===== src/rtl/instr_sequencer_pkg.sv =====
// Shared control definitions for the RV32I multi-cycle sequencer: opcodes,
// FSM state encoding, ALU control codes and the funct7 legality helper.
package rv_ctrl_pkg;

  localparam logic [6:0] OP_R      = 7'b0110011;
  localparam logic [6:0] OP_IMM    = 7'b0010011;
  localparam logic [6:0] OP_LOAD   = 7'b0000011;
  localparam logic [6:0] OP_STORE  = 7'b0100011;
  localparam logic [6:0] OP_BRANCH = 7'b1100011;

  localparam logic [6:0] F7_BASE = 7'b0000000;
  localparam logic [6:0] F7_ALT  = 7'b0100000;

  typedef enum logic [2:0] {
    IDLE   = 3'd0,
    FETCH  = 3'd1,
    DECODE = 3'd2,
    EXEC   = 3'd3,
    MEM    = 3'd4,
    WB     = 3'd5,
    TRAP   = 3'd6
  } state_t;

  // alu_ctrl = {alt, funct3}
  localparam logic [3:0] ALU_ADD  = 4'b0000;
  localparam logic [3:0] ALU_SLL  = 4'b0001;
  localparam logic [3:0] ALU_SLT  = 4'b0010;
  localparam logic [3:0] ALU_SLTU = 4'b0011;
  localparam logic [3:0] ALU_XOR  = 4'b0100;
  localparam logic [3:0] ALU_SRL  = 4'b0101;
  localparam logic [3:0] ALU_OR   = 4'b0110;
  localparam logic [3:0] ALU_AND  = 4'b0111;
  localparam logic [3:0] ALU_SUB  = 4'b1000;
  localparam logic [3:0] ALU_SRA  = 4'b1101;

  // funct7 is either all-zero, or the alternate encoding on ADD/SUB and SRL/SRA slots
  function automatic logic f7_legal(input logic [6:0] f7, input logic [2:0] f3);
    return (f7 == F7_BASE) || (f7 == F7_ALT && (f3 == 3'b000 || f3 == 3'b101));
  endfunction

endpackage


===== src/rtl/alu_ctrl_decode.sv =====
// Combinational field decoder: opcode/funct3/funct7 -> ALU op, operand-B
// select and an illegal-encoding flag. Illegal words decode to ADD/rs2.
module alu_ctrl_decode
  import rv_ctrl_pkg::*;
(
  input  logic [6:0] opcode,
  input  logic [2:0] funct3,
  input  logic [6:0] funct7,
  output logic [3:0] alu_ctrl,
  output logic       alu_src_imm,
  output logic       illegal_enc
);

  logic f7_ok;
  logic is_shift;

  assign f7_ok    = f7_legal(funct7, funct3);
  assign is_shift = (funct3 == 3'b001) || (funct3 == 3'b101);

  // Classify the opcode and pick the ALU operation for it
  always_comb begin
    alu_ctrl    = ALU_ADD;
    alu_src_imm = 1'b0;
    illegal_enc = 1'b0;
    case (opcode)
      OP_R: begin
        if (f7_ok) alu_ctrl = {funct7[5], funct3};
        else       illegal_enc = 1'b1;
      end
      OP_IMM: begin
        if (is_shift && !f7_ok) begin
          illegal_enc = 1'b1;
        end else begin
          alu_ctrl    = {(funct3 == 3'b101) ? funct7[5] : 1'b0, funct3};
          alu_src_imm = 1'b1;
        end
      end
      OP_LOAD, OP_STORE: begin
        alu_ctrl    = ALU_ADD;
        alu_src_imm = 1'b1;
      end
      OP_BRANCH: alu_ctrl = ALU_SUB;
      default:   illegal_enc = 1'b1;
    endcase
  end

endmodule


===== src/rtl/instr_sequencer.sv =====
// Multi-cycle RV32I control FSM: fetch over req/ack, decode, sequence
// EXEC/MEM/WB strobes, count retired instructions, trap on bad encodings.
module instr_sequencer
  import rv_ctrl_pkg::*;
#(
  parameter int XLEN      = 32,
  parameter int INSTRET_W = 32
) (
  input  logic                 clk,
  input  logic                 reset,
  output logic                 imem_req,
  input  logic                 imem_ack,
  input  logic [XLEN-1:0]      imem_rdata,
  output logic [XLEN-1:0]      ir,
  output logic                 dmem_req,
  output logic                 dmem_we,
  input  logic                 dmem_ack,
  output logic [3:0]           alu_ctrl,
  output logic                 alu_src_imm,
  input  logic                 branch_taken,
  output logic                 rf_we,
  output logic                 wb_sel,
  output logic                 pc_we,
  output logic                 pc_sel_branch,
  output logic                 illegal,
  output logic [INSTRET_W-1:0] instret
);

  state_t     state, state_nx;
  logic [3:0] dec_alu;
  logic       dec_imm, dec_ill;
  logic       is_load, is_store, is_branch, is_alu;
  logic       active_q;   // DECODE..WB: ALU controls are driven
  logic       pc_we_q;    // WB, or EXEC of a branch
  logic       br_exec_q;  // EXEC of a branch

  alu_ctrl_decode u_dec (
    .opcode      (ir[6:0]),
    .funct3      (ir[14:12]),
    .funct7      (ir[31:25]),
    .alu_ctrl    (dec_alu),
    .alu_src_imm (dec_imm),
    .illegal_enc (dec_ill)
  );

  assign is_load   = (ir[6:0] == OP_LOAD);
  assign is_store  = (ir[6:0] == OP_STORE);
  assign is_branch = (ir[6:0] == OP_BRANCH);
  assign is_alu    = (ir[6:0] == OP_R) || (ir[6:0] == OP_IMM);

  // Next-state: acks only matter in the state that owns the matching request
  always_comb begin
    state_nx = state;
    case (state)
      IDLE:   state_nx = FETCH;
      FETCH:  if (imem_ack) state_nx = DECODE;
      DECODE: state_nx = dec_ill ? TRAP : EXEC;
      EXEC: begin
        if (is_alu)         state_nx = WB;
        else if (is_branch) state_nx = FETCH;
        else                state_nx = MEM;
      end
      MEM:    if (dmem_ack) state_nx = is_load ? WB : FETCH;
      WB:     state_nx = FETCH;
      TRAP:   state_nx = TRAP;
      default: state_nx = IDLE;
    endcase
  end

  // Store retires in its ack cycle, so its PC strobe is qualified by dmem_ack;
  // all other strobes come straight from registers.
  assign pc_we         = pc_we_q | (dmem_we & dmem_ack);
  assign pc_sel_branch = br_exec_q & branch_taken;
  assign alu_ctrl      = active_q ? dec_alu : ALU_ADD;
  assign alu_src_imm   = active_q & dec_imm;

  // State, ir, retire counter and strobes registered from the next state
  always_ff @(posedge clk or posedge reset) begin
    if (reset) begin
      state     <= IDLE;
      ir        <= '0;
      instret   <= '0;
      illegal   <= 1'b0;
      imem_req  <= 1'b0;
      dmem_req  <= 1'b0;
      dmem_we   <= 1'b0;
      rf_we     <= 1'b0;
      wb_sel    <= 1'b0;
      pc_we_q   <= 1'b0;
      br_exec_q <= 1'b0;
      active_q  <= 1'b0;
    end else begin
      state     <= state_nx;
      if (state == FETCH && imem_ack) ir <= imem_rdata;
      instret   <= instret + INSTRET_W'(pc_we);
      illegal   <= illegal | (state_nx == TRAP);
      imem_req  <= (state_nx == FETCH);
      dmem_req  <= (state_nx == MEM);
      dmem_we   <= (state_nx == MEM) && is_store;
      rf_we     <= (state_nx == WB);
      wb_sel    <= (state_nx == WB) && is_load;
      pc_we_q   <= (state_nx == WB) || (state_nx == EXEC && is_branch);
      br_exec_q <= (state_nx == EXEC) && is_branch;
      active_q  <= (state_nx == DECODE) || (state_nx == EXEC) ||
                   (state_nx == MEM) || (state_nx == WB);
    end
  end

endmodule


===== config.mk =====
export PLATFORM = sky130hd
export DESIGN_NAME = instr_sequencer
export DESIGN_NICKNAME = d
export VERILOG_FILES = /design/src/rtl/instr_sequencer_pkg.sv /design/src/rtl/alu_ctrl_decode.sv /design/src/rtl/instr_sequencer.sv
export SDC_FILE = /design/constraint.sdc
export NUM_CORES = 1
export LEC_CHECK = 0
export CAP_MARGIN = 20
export CORE_MARGIN = 5
export CORE_UTILIZATION = 41
export CTS_CLUSTER_DIAMETER = 120
export DETAILED_ROUTE_END_ITERATION = 10
export GPL_ROUTABILITY_DRIVEN = 0
export GPL_TIMING_DRIVEN = 0
export PLACE_DENSITY = 0.78
export SLEW_MARGIN = 20
export SYNTH_ARGS = -nofsm -noshare
export SYNTH_HDL_FRONTEND = slang
export SYNTH_SLANG_ARGS = --single-unit

===== constraint.sdc =====
create_clock -name clk -period 2.6 [get_ports clk]
set_input_delay 0.65 -clock clk [delete_from_list [all_inputs] [get_ports clk]]
set_output_delay 0.65 -clock clk [all_outputs]
set_load 0.01 [all_outputs]

**Word-level counts from Yosys, hierarchy flattened**

Index checks and enable logic that the tools add are counted.

- Flip-flop bits (word level): 76
- Output and inout bits: 77
- Word-level logic and storage cells: 76

- $add $sub $neg: 1
- Equal/unequal tests: 20
- Muxes and demuxes: 17
- Bitwise logic cells: 5
- Reduce and logical (&&, ||, !) cells: 21

Operator list:

| cell | number |
|---|---|
| $add A32 B1 Y32 | 1 |
| $eq A3 B3 Y1 const B | 7 |
| $eq A7 B6 Y1 const B | 3 |
| $mux W3 | 6 |
| $pmux W3 S6 | 1 |
| $eq A3 B2 Y1 const B | 4 |
| $mux W4 | 3 |
| $pmux W4 S3 | 1 |
| $eq A3 B1 Y1 const B | 3 |
| $logic_or A1 B1 Y1 | 8 |
| $eq A7 B2 Y1 const B | 1 |
| $eq A7 B5 Y1 const B | 1 |
| $eq A7 B7 Y1 const B | 1 |
| $logic_not A7 Y1 | 1 |
| $logic_and A1 B1 Y1 | 6 |
| $logic_not A3 Y1 | 2 |
| $mux W1 | 4 |
| $reduce_or A2 Y1 | 2 |
| $and A1 B1 Y1 | 3 |
| $pmux W1 S3 | 1 |
| $reduce_or A3 Y1 | 1 |
| $or A1 B1 Y1 | 2 |
| $pmux W1 S2 | 1 |
| $logic_not A1 Y1 | 1 |

**Depth between registers and ports, before layout**

Gate-level depths: netlist of run 1.

- Depth after elaboration: 14
- Mapped depth: 8
- Mapped depth without buffers: 8

**Hierarchy**

A second synthesis of run 1 with hierarchy kept.

- Cell total of the unflattened synthesis: 273
- Area, all modules: 3,395.8 µm²

By module, submodules not included:

| module | instances | cells each | area an instance (µm²) | sequential area each (µm²) |
|---|---|---|---|---|
| instr_sequencer | 1 | 245 | 3,203.1 | 1,901.8 |
| alu_ctrl_decode | 1 | 28 | 192.7 | 0.0 |

**Least setup slack after synthesis of run 1**

No wires, ideal clock.

- Path kind: register to output
- From: register ir[25]
- To: output port alu_ctrl[3]
- Arrival: 1.710 ns
- Setup slack: 0.240 ns
- Cell stages (with the launch flop): 6
- Cells stage by stage: dfrtp_1 > or4_1 > nor3_1 > and2_1 > nand4b_1 > a21boi_0

- Word-level cells in the longest chain between the ends: 8
- Elaborated cells on any way between the ends: 10
- Those cells by class: eq/ne (1); mux (4); reduce/logical (5)

Ends and longest elaborated chain:

| item | RTL line | text |
|---|---|---|
| from (decl) | instr_sequencer.sv:14 | `output logic [XLEN-1:0] ir,` |
| from (signal assigned) | instr_sequencer.sv:94 | `if (state == FETCH && imem_ack) ir <= imem_rdata;` |
| $eq A7 B6 Y1 | instr_sequencer_pkg.sv:38 | `return (f7 == F7_BASE) \|\| (f7 == F7_ALT && (f3 == 3'b000 \|\| f3 == 3'b101));` |
| $logic_and A1 B1 Y1 | instr_sequencer_pkg.sv:38 |  |
| $logic_or A1 B1 Y1 * | instr_sequencer_pkg.sv:38 |  |
| $logic_not A1 Y1 | alu_ctrl_decode.sv:31 | `if (is_shift && !f7_ok) begin` |
| $logic_and A1 B1 Y1 | alu_ctrl_decode.sv:31 |  |
| $mux W4 | alu_ctrl_decode.sv:31 |  |
| $pmux W4 S3 * | alu_ctrl_decode.sv:25 | `case (opcode)` |
| $mux W4 * | instr_sequencer.sv:74 | `assign alu_ctrl = active_q ? dec_alu : ALU_ADD;` |
| to (decl) | instr_sequencer.sv:18 | `output logic [3:0] alu_ctrl,` |

Every way passes the cells marked *; elsewhere a longest branch is shown, timed or not.

**Worst setup path after layout of run 1**

- From: register ir[28]
- To: output port alu_ctrl[3]

Same word-level chain as after synthesis.

==> impl_summary.txt, run 1 <==
----------------------------------------------------
[Placement]
  Pre-CTS setup slack ... -0.5976 ns
  Post-detail-place hpwl ... about 6000 um
  Count of buffers from port buffering ... 113

[Clock tree]
  CTS buffer count ... 9
  Clock-pin slew on the worst setup and hold paths ... approximately 0.080 ns
  Clock buffer depth ... 2
  Number of hold-repair buffers added at the cts stage ... 0
  Count of H-tree levels built during CTS ... 3
  Clock sink count ... between 70 and 80
  Root buffer cell ... sky130_fd_sc_hd__clkbuf_8
  Clock tree from TritonCTS ... done
  Clk Latency, worst-skew pair ... around 0.34 ns

[Timing]
  Unrepaired setup endpoints after global routing ... yes
  Max frequency ... 367.8 MHz
  Total negative setup slack ... -0.3753 ns
  Number of pins with negative max-slew slack in the final report ... 0
  Share of the clock period used by the worst path after layout ... 104.6%
  Final hold vios ... 0
  Count of final setup violators ... 4
  Final clock skew ... approximately 0.011 ns
  Slew at the pin closest to its max-slew limit ... around 0.46 ns
  Least setup slack across all paths after layout ... -0.1188 ns
  Worst slack on hold paths ... 0.4700 ns
  Shortest period the worst path allows ... ~2.7 ns
  Slew margin rel. ... approximately 70%

[Yosys]
  Complex-gate fraction of the synthesized area ... 4.853%
  Synthesized cell area ... roughly 3300 sq um
  FF+latch count, synth ... 76
  Synthesized netlist net count ... roughly 360
  Multiplexer share of the synthesized area ... 0%
  Basic-gate share of the synthesized area counting and, or, nand and nor cells ... between 20% and 30%
  YS warnings ... 0
  Post-synthesis cell count ... 324
  Mean instance size in the synthesized netlist ... about 10 sq um
  Post-synthesis cell type count ... 40
  Fraction of synthesis flops using an asynchronous set or reset pin ... 100.0%
  Main combinational cell family by area after synthesis ... simple AND/OR/NAND/NOR gates
  Xor-xnor portion of the synthesized cell area ... under 10%
  Adder and majority cell fraction of the synthesized area ... less than 1%
  Number of enable-type register cells in the synthesized netlist ... 0
  Share of the yosys chip area belonging to registers ... between 50% and 60%
  Ys flop type ... sky130_fd_sc_hd__dfrtp_1

[Worst setup path]
  Count of buffering cells on the critical path with inverters included ... 1
  Slowest cell on crit path ... sky130_fd_sc_hd__or4_4
  Start-to-end type of the worst setup path ... reg2out
  Crit path DAT ... between 2 and 2.5 ns
  Required time of the worst setup path ... approximately 2.0 ns
  Worst path max stage delay ... 0.54 ns
  Capturing element type of the critical path ... output pin
  Chain of cells forming the critical path ... or4_4, nor3_4, and2_4, nand4b_1, a21boi_1, buf_2
  Cell type group with the largest total delay on the critical path ... simple AND/OR/NAND/NOR gates
  Type of element launching the critical path ... flop
  Largest fanout on the critical path ... 3

[Layout]
  Area added between synthesis and finish ... 48.65%
  Net count reported at finish ... about 500
  Combined flip-flop and latch cell area ... ~1900 sq um
  Number of filler instances in the final layout ... 650
  Footprint of the multi-input gates ... between 1000 and 1500 sq um
  Final antenna diode count ... 0
  Proportion of layout cells with a drive suffix above 1 ... between 10% and 20%
  Regs by FF count ... instret (32), ir (32), state (3)

[Power and ir drop]
  Reported leakage power ... approximately 2.3 nW
  Share of power burned in combinational logic ... 37.3%
  Final Power ... approximately 4.6 mW
  Power dissipated by switching net loads ... about 1.5 mW
  Power density relative to cell area ... around 920 nW/um^2
  Design internal power ... between 3 and 4 mW
  Switching part of the total power ... between 30% and 40%
  Share of power burned in registers ... approximately two fifths
  Clock Power Share ... between 20% and 30%
  Worst ir drop on vdd ... about 0.57 mV

[Floorplan]
  Die Span X ... 100.1 um
  Height of the die ... 100.1 um
  Total die area ... ~10000 sq um
  Effective utilization at floorplan ... between 40 and 50%
  Core box area ... roughly 7800 sq um
  Number of primary I/O pins ... 114
  Row cnt ... 32

[Global route]
  Total global routing overflow ... 0
  Combined global-route utilization of all metal layers ... between 10% and 20%
  Number of antenna violations at the first check in global routing ... 0
  Global-route wire length before repair ... around 14000 um
  Pin count of the biggest net entering global routing ... 44
  Number of global-route vias before repair ... 2820

[Route]
  Number of iterations in the first detailed-routing pass ... 5
  Mean number of vias per cell ... just under 5
  Total via count after detailed routing ... 2725
  Initial DRC count ... 61
  Antenna-violating nets left ... 0
  Post-route DRC ... 0
  Final routed wire length divided by cell count ... approximately 14 um
  Sum of routed wire length over all layers ... roughly 8000 um

[Run status]
  Result of the run ... finished, violations left
  Violated checks ... setup timing

[Worst hold path]
  Type of the tightest min-delay check ... reg2reg

[Job]
  Count of maximum capacitance violations ... 0

----------------------------------------------------
## synthesized netlist by cell type, types with 3 or more instances
cell type                    n  area share, %
sky130_fd_sc_hd__nand2_1   109             12
sky130_fd_sc_hd__dfrtp_1    76             57
sky130_fd_sc_hd__xnor2_1    21            5.5
sky130_fd_sc_hd__nand3_1    15            2.3
sky130_fd_sc_hd__nor2_1     13            1.5
sky130_fd_sc_hd__xor2_1     10            2.6
sky130_fd_sc_hd__and3_1      7            1.3
sky130_fd_sc_hd__clkbuf_1    7           0.79
sky130_fd_sc_hd__inv_1       6           0.68
sky130_fd_sc_hd__a211oi_1    4           0.90
sky130_fd_sc_hd__a21oi_1     4           0.60
sky130_fd_sc_hd__and4_1      4            1.1
sky130_fd_sc_hd__nand2b_1    4           0.75
sky130_fd_sc_hd__and2_1      3           0.56
sky130_fd_sc_hd__nand3b_1    3           0.68
sky130_fd_sc_hd__nor2b_1     3           0.56
sky130_fd_sc_hd__nor3_1      3           0.45
sky130_fd_sc_hd__o21ai_0     3           0.45
## cells in the final DEF, fill, tap and decap left out, types with 2 or more instances in the layout
cell                              count
sky130_fd_sc_hd__clkbuf_8             9
sky130_fd_sc_hd__or4_4                2
sky130_fd_sc_hd__inv_1                4
sky130_fd_sc_hd__buf_4               11
sky130_fd_sc_hd__nor2b_1              3
sky130_fd_sc_hd__o21ai_0              2
sky130_fd_sc_hd__xor2_1              10
sky130_fd_sc_hd__a21oi_1              2
sky130_fd_sc_hd__dfrtp_1             76
sky130_fd_sc_hd__and2_1               2
sky130_fd_sc_hd__nand3b_1             3
sky130_fd_sc_hd__nand3_1             14
sky130_fd_sc_hd__xnor2_1             21
sky130_fd_sc_hd__and4_1               3
sky130_fd_sc_hd__nor2_1              13
sky130_fd_sc_hd__inv_4                2
sky130_fd_sc_hd__clkinvlp_4           2
sky130_fd_sc_hd__nand2_1            109
sky130_fd_sc_hd__and3_1               7
sky130_fd_sc_hd__a21oi_2              2
sky130_fd_sc_hd__clkbuf_1             7
sky130_fd_sc_hd__bufinv_16            3
sky130_fd_sc_hd__or2_2                2
sky130_fd_sc_hd__nor3b_1              2
sky130_fd_sc_hd__buf_2                7
sky130_fd_sc_hd__ha_1                 2
sky130_fd_sc_hd__nand4_1              2
sky130_fd_sc_hd__nor4_4               2
sky130_fd_sc_hd__clkinv_2             2
sky130_fd_sc_hd__nand2b_1             4
sky130_fd_sc_hd__clkdlybuf4s50_1    107
sky130_fd_sc_hd__a211oi_1             4
sky130_fd_sc_hd__nor3_1               2
## cell type report
| class | instances | area share, % |
|---|---|---|
| repair buffers | 125 | 24.50 |
| inverters | 7 | 0.6328 |
| plain buffers | 9 | 0.7340 |
| well taps | 102 | 2.582 |
| flip-flops and latches | 76 | 38.47 |
| clock buffers | 9 | 2.506 |
| multi-input cells | 232 | 28.25 |
| clock inverters | 7 | 2.329 |
## worst register-to-register path, delay by kind of cell (launching register included)
family	cells	cell delay, ns
and+or+nand+nor	3	0.86
DFF	1	0.41
AOI/OAI and AO/OA	2	0.38
buffers and inverters	3	0.37
## metal layers
metal | track usage [%] | routed length, um
met1 | 22.30 | 3503
met2 | 27.09 | 3755
met3 | 5.003 | 585
met4 | 6.114 | 121
met5 | 0 | 0
## cell families after synthesis
group	Yosys count
and+or+nand+nor	180
DFF	76
xor gates and xnor gates	31
AOI/OAI and AO/OA	19
buffers and inverters	16
adders and majority gates	2
## stage by stage
stage / cells / instance area (sq um) / util, %
global route: 567 / 4943 / 63.32
CTS: 560 / 4877 / 62.47
finish: 567 / 4943 / 63.32
floorplan: 324 / 3326 / -
detailed placement: 540 / 4607 / 59.01
global placement: 539 / 4584 / 58.72
## timing repair
item	4_1_cts	5_1_grt
setup buffers	4	7
resized for setup	29	6
setup endpoints to repair	14	15
pin swaps	7	6
gates cloned	0	0
## final timing paths
path,start,to,slack (ns),cells past startpoint
max,ir[28]$_DFFE_PP0P_,alu_ctrl[3],-0.12,6
min,illegal$_DFF_PP0_,illegal$_DFF_PP0_,0.47,1
max reg2reg,ir[28]$_DFFE_PP0P_,br_exec_q$_DFF_PP0_,0.53,8
min reg2reg,illegal$_DFF_PP0_,illegal$_DFF_PP0_,0.47,1
max in group asynchronous,reset,state[2]$_DFF_PP0_,1.36,3
min in group asynchronous,reset,ir[22]$_DFFE_PP0P_,0.66,2
## power groups by stage
stage	combinational (mW)	sequential, mW	clock, mW
after floorplan	0.648	1.90	0
after global placement	1.57	1.79	0
after detailed placement	1.60	1.81	0
after CTS	1.67	1.80	1.08
after global routing	1.86	1.86	1.14
final	1.70	1.80	1.06
Note: power is estimated with default switching activity, not from simulation.
==> run 2, diff against run 1 <==
--- a/config.mk
+++ b/config.mk
@@ -7,13 +7,13 @@
 export LEC_CHECK = 0
 export CAP_MARGIN = 20
 export CORE_MARGIN = 5
-export CORE_UTILIZATION = 41
+export CORE_UTILIZATION = 49
 export CTS_CLUSTER_DIAMETER = 120
 export DETAILED_ROUTE_END_ITERATION = 10
+export DONT_BUFFER_PORTS = 1
 export GPL_ROUTABILITY_DRIVEN = 0
 export GPL_TIMING_DRIVEN = 0
-export PLACE_DENSITY = 0.78
-export SLEW_MARGIN = 20
+export PLACE_DENSITY = 0.68
 export SYNTH_ARGS = -nofsm -noshare
 export SYNTH_HDL_FRONTEND = slang
 export SYNTH_SLANG_ARGS = --single-unit
==> run 2 against run 1 <==
Effect of this change: the run still ends with setup timing left; worst setup slack better by 0.019 ns; sequential share of layout area up 12 points; first-iteration DRC count down 18%; global-route usage down 0.12 points; flip-flop and latch count stayed put; critical path type unchanged; largest cell class unchanged; largest power group unchanged; highest routed layer unchanged.
==> impl_summary.txt, run 2 (synthesis gave the netlist of run 1 again) <==
----------------------------------------------------
[Run status]
  Result of the run ... finished, violations left
  Violated checks ... setup timing

[Worst setup path]
  Worst path max stage delay ... 0.56 ns (+0.02 ns)
  Largest fanout on the critical path ... 3 (unchanged)
  Capturing element type of the critical path ... output pin
  Cell type group with the largest total delay on the critical path ... simple AND/OR/NAND/NOR gates
  Count of buffering cells on the critical path with inverters included ... 0 (-1)
  Slowest cell on crit path ... sky130_fd_sc_hd__or4_4
  Chain of cells forming the critical path ... or4_4, nor3_4, and2_4, nand4b_1, a21boi_2
  Start-to-end type of the worst setup path ... reg2out
  Required time of the worst setup path ... 1.95 ns (about the same)
  Worst-case register-to-register setup slack ... 0.23 ns (-0.30 ns)
  Crit path DAT ... 2.05 ns (-0.02 ns)
  Type of element launching the critical path ... flop

[Floorplan]
  Height of the die ... 92.39 um (-7.7%)
  Core box area ... 6681 sq um (-14%)
  Die Span X ... 92.39 um (-7.7%)
  Effective utilization at floorplan ... 49.78% (+7.2 points)
  Row cnt ... 30 (-6.3%)
  Number of primary I/O pins ... 114 (unchanged)
  Total die area ... 8535 sq um (-15%)

[Global route]
  Number of antenna violations at the first check in global routing ... 0 (unchanged)
  Pin count of the biggest net entering global routing ... 49 (+11%)
  Total global routing overflow ... 0 (unchanged)
  Global-route wire length before repair ... 11380 um (-17%)
  Number of global-route vias before repair ... 2361 (-16%)
  Combined global-route utilization of all metal layers ... 16.94% (-0.12 points)

[Route]
  Sum of routed wire length over all layers ... 6674 um (-16%)
  Final routed wire length divided by cell count ... 15.78 um (+12%)
  Mean number of vias per cell ... 5.293 (+10%)
  Total via count after detailed routing ... 2239 (-18%)
  Post-route DRC ... 0 (unchanged)
  Initial DRC count ... 50 (-18%)
  Antenna-violating nets left ... 0 (unchanged)
  Number of iterations in the first detailed-routing pass ... 4 (-1)

[Layout]
  Regs by FF count ... instret (32), ir (32), state (3)
  Fin cells ... 423 (-25%)
  Final antenna diode count ... 0 (unchanged)
  Utilization of the core after routing ... 56.46% (-6.9 points)
  Commonest non-fill, non-tap cell in the layout ... sky130_fd_sc_hd__nand2_1
  Footprint of the multi-input gates ... 1410 sq um (+0.99%)
  Area added between synthesis and finish ... 13.43%
  Net count reported at finish ... 377 (-24%)
  Combined flip-flop and latch cell area ... 1902 sq um (unchanged)
  Proportion of layout cells with a drive suffix above 1 ... 11.66% (-0.38 points)
  Number of filler instances in the final layout ... 585 (-10%)
  Most used cells in the layout excluding fill and tap cells ... 109 x sky130_fd_sc_hd__nand2_1, 76 x sky130_fd_sc_hd__dfrtp_1, 21 x sky130_fd_sc_hd__xnor2_1

[Clock tree]
  Clock tree from TritonCTS ... done
  CTS buffer count ... 9 (unchanged)
  Count of H-tree levels built during CTS ... 3 (unchanged)
  Clock buffer depth ... 2 (unchanged)
  Clock-pin slew on the worst setup and hold paths ... 0.08 ns (about the same)
  Clock sink count ... 76 (unchanged)
  Root buffer cell ... sky130_fd_sc_hd__clkbuf_8
  Clk Latency, worst-skew pair ... 0.34 ns (about the same)

[Power and ir drop]
  Clock Power Share ... 28.0% (+4.7 points)
  Switching part of the total power ... 35.39% (+1.8 points)
  Share of power burned in combinational logic ... 21.3% (-16 points)
  Final Power ... 3.920 mW (-14%)
  Design internal power ... 2.533 mW (-16%)
  Reported leakage power ... 1.853 nW (-20%)
  Power dissipated by switching net loads ... 1.387 mW (-9.4%)
  Share of power burned in registers ... 50.6% (+11 points)
  Power density relative to cell area ... 1039 nW/um^2 (+13%)
  Worst ir drop on vdd ... 0.5618 mV (-0.74%)

[Placement]
  Post-detail-place hpwl ... 4891 um (-17%)
  Count of buffers from port buffering ... 0 (-100%)
  Placed Cells ... 405 (-25%)

[Timing]
  Total negative setup slack ... -0.2548 ns (+0.1206 ns)
  Shortest period the worst path allows ... 2.700 ns (-0.01890 ns)
  Slew margin rel. ... 71.28% (+2.1 points)
  Final clock skew ... 0.01178 ns (+0.0003372 ns)
  Number of pins with negative max-slew slack in the final report ... 0 (unchanged)
  Unrepaired setup endpoints after global routing ... yes
  Count of final setup violators ... 4 (unchanged)
  Final hold vios ... 0 (unchanged)
  Share of the clock period used by the worst path after layout ... 103.8% (-0.73 points)
  Least setup slack across all paths after layout ... -0.09991 ns (+0.01890 ns)
  Max frequency ... 370.4 MHz (+0.70%)
  Slew at the pin closest to its max-slew limit ... 0.4308 ns (-0.03195 ns)

[Worst hold path]
  Type of the tightest min-delay check ... in2async

[Job]
  Count of maximum capacitance violations ... 0 (unchanged)

----------------------------------------------------
run 2: path summary, 6_finish.rpt:
kind                                             from                     to  cells past startpoint
max in group asynchronous                       reset      ir[9]$_DFFE_PP0P_                      2
worst min register to register  instret[31]$_DFF_PP0_  instret[31]$_DFF_PP0_                      1
worst min-delay path                            reset  instret[28]$_DFF_PP0_                      1
min in group clk                        imem_rdata[8]      ir[8]$_DFFE_PP0P_                      2
worst max register to register      dmem_we$_DFF_PP0_  instret[31]$_DFF_PP0_                      8
worst max-delay path               ir[28]$_DFFE_PP0P_            alu_ctrl[3]                      5
run 2: power groups by stage:
stage               Sequential (mW)  Combinational [mW]  Clock (mW)
global placement               2.00               0.757           0
CTS                            1.99               0.832        1.13
global route                   2.04               0.976        1.19
finish                         1.99               0.836        1.10
floorplan                      1.90               0.648           0
detailed placement             2.00               0.794           0
run 2: layout make-up:
cell class,instances,share of cell area (%)
inverter,7,0.8292
clock inverter,4,2.521
timing repair buffer,3,1.128
multi-input combinational,232,37.38
sequential,76,50.41
clock buffer,12,4.113
buffer,9,0.9619
tap,80,2.653
run 2: metal layers:
metal / GRT usage [%] / routed length, um / vias to the layer above / part of all wire (%)
li1: - / - / 1092 / -
met1: 20.66 / 2735 / 1045 / 41
met2: 26.22 / 3154 / 91 / 47
met3: 7.230 / 659 / 11 / 9.9
met4: 7.302 / 125 / 0 / 1.9
met5: 0 / 0 / - / 0
run 2: stage by stage:
step | cell area [sq um] | setup slack (ns) | hold slack [ns]
2_1_floorplan | 3326 | 0.01167 | 0.5041
3_3_place_gp | 3426 | -0.7636 | 0.5273
3_5_place_dp | 3456 | -0.1172 | 0.5348
4_1_cts | 3747 | -0.1792 | 0.1592
5_1_grt | 3772 | -0.2072 | 0.1726
6_report | 3772 | -0.09991 | 0.1633
run 2: what timing repair did:
| action | CTS | global route |
|---|---|---|
| endpoints found under the setup margin | 5 | 5 |
| gates resized for setup | 10 | 4 |
| setup buffers | 1 | 1 |
| pin swaps | 4 | 3 |
| cloned | 0 | 0 |
| hold buffers | 0 | 0 |
run 2: worst register-to-register path: cells and delay by family, from the launching register on:
| family | cells | cell delay (ns) |
|---|---|---|
| AND/OR/NAND/NOR | 4 | 1.15 |
| flip-flops | 1 | 0.40 |
| adder cells (fa/ha/maj) | 1 | 0.22 |
| AO/OA/AOI/OAI | 1 | 0.21 |
| buffers and inverters | 1 | 0.15 |
| XOR/XNOR | 1 | 0.14 |
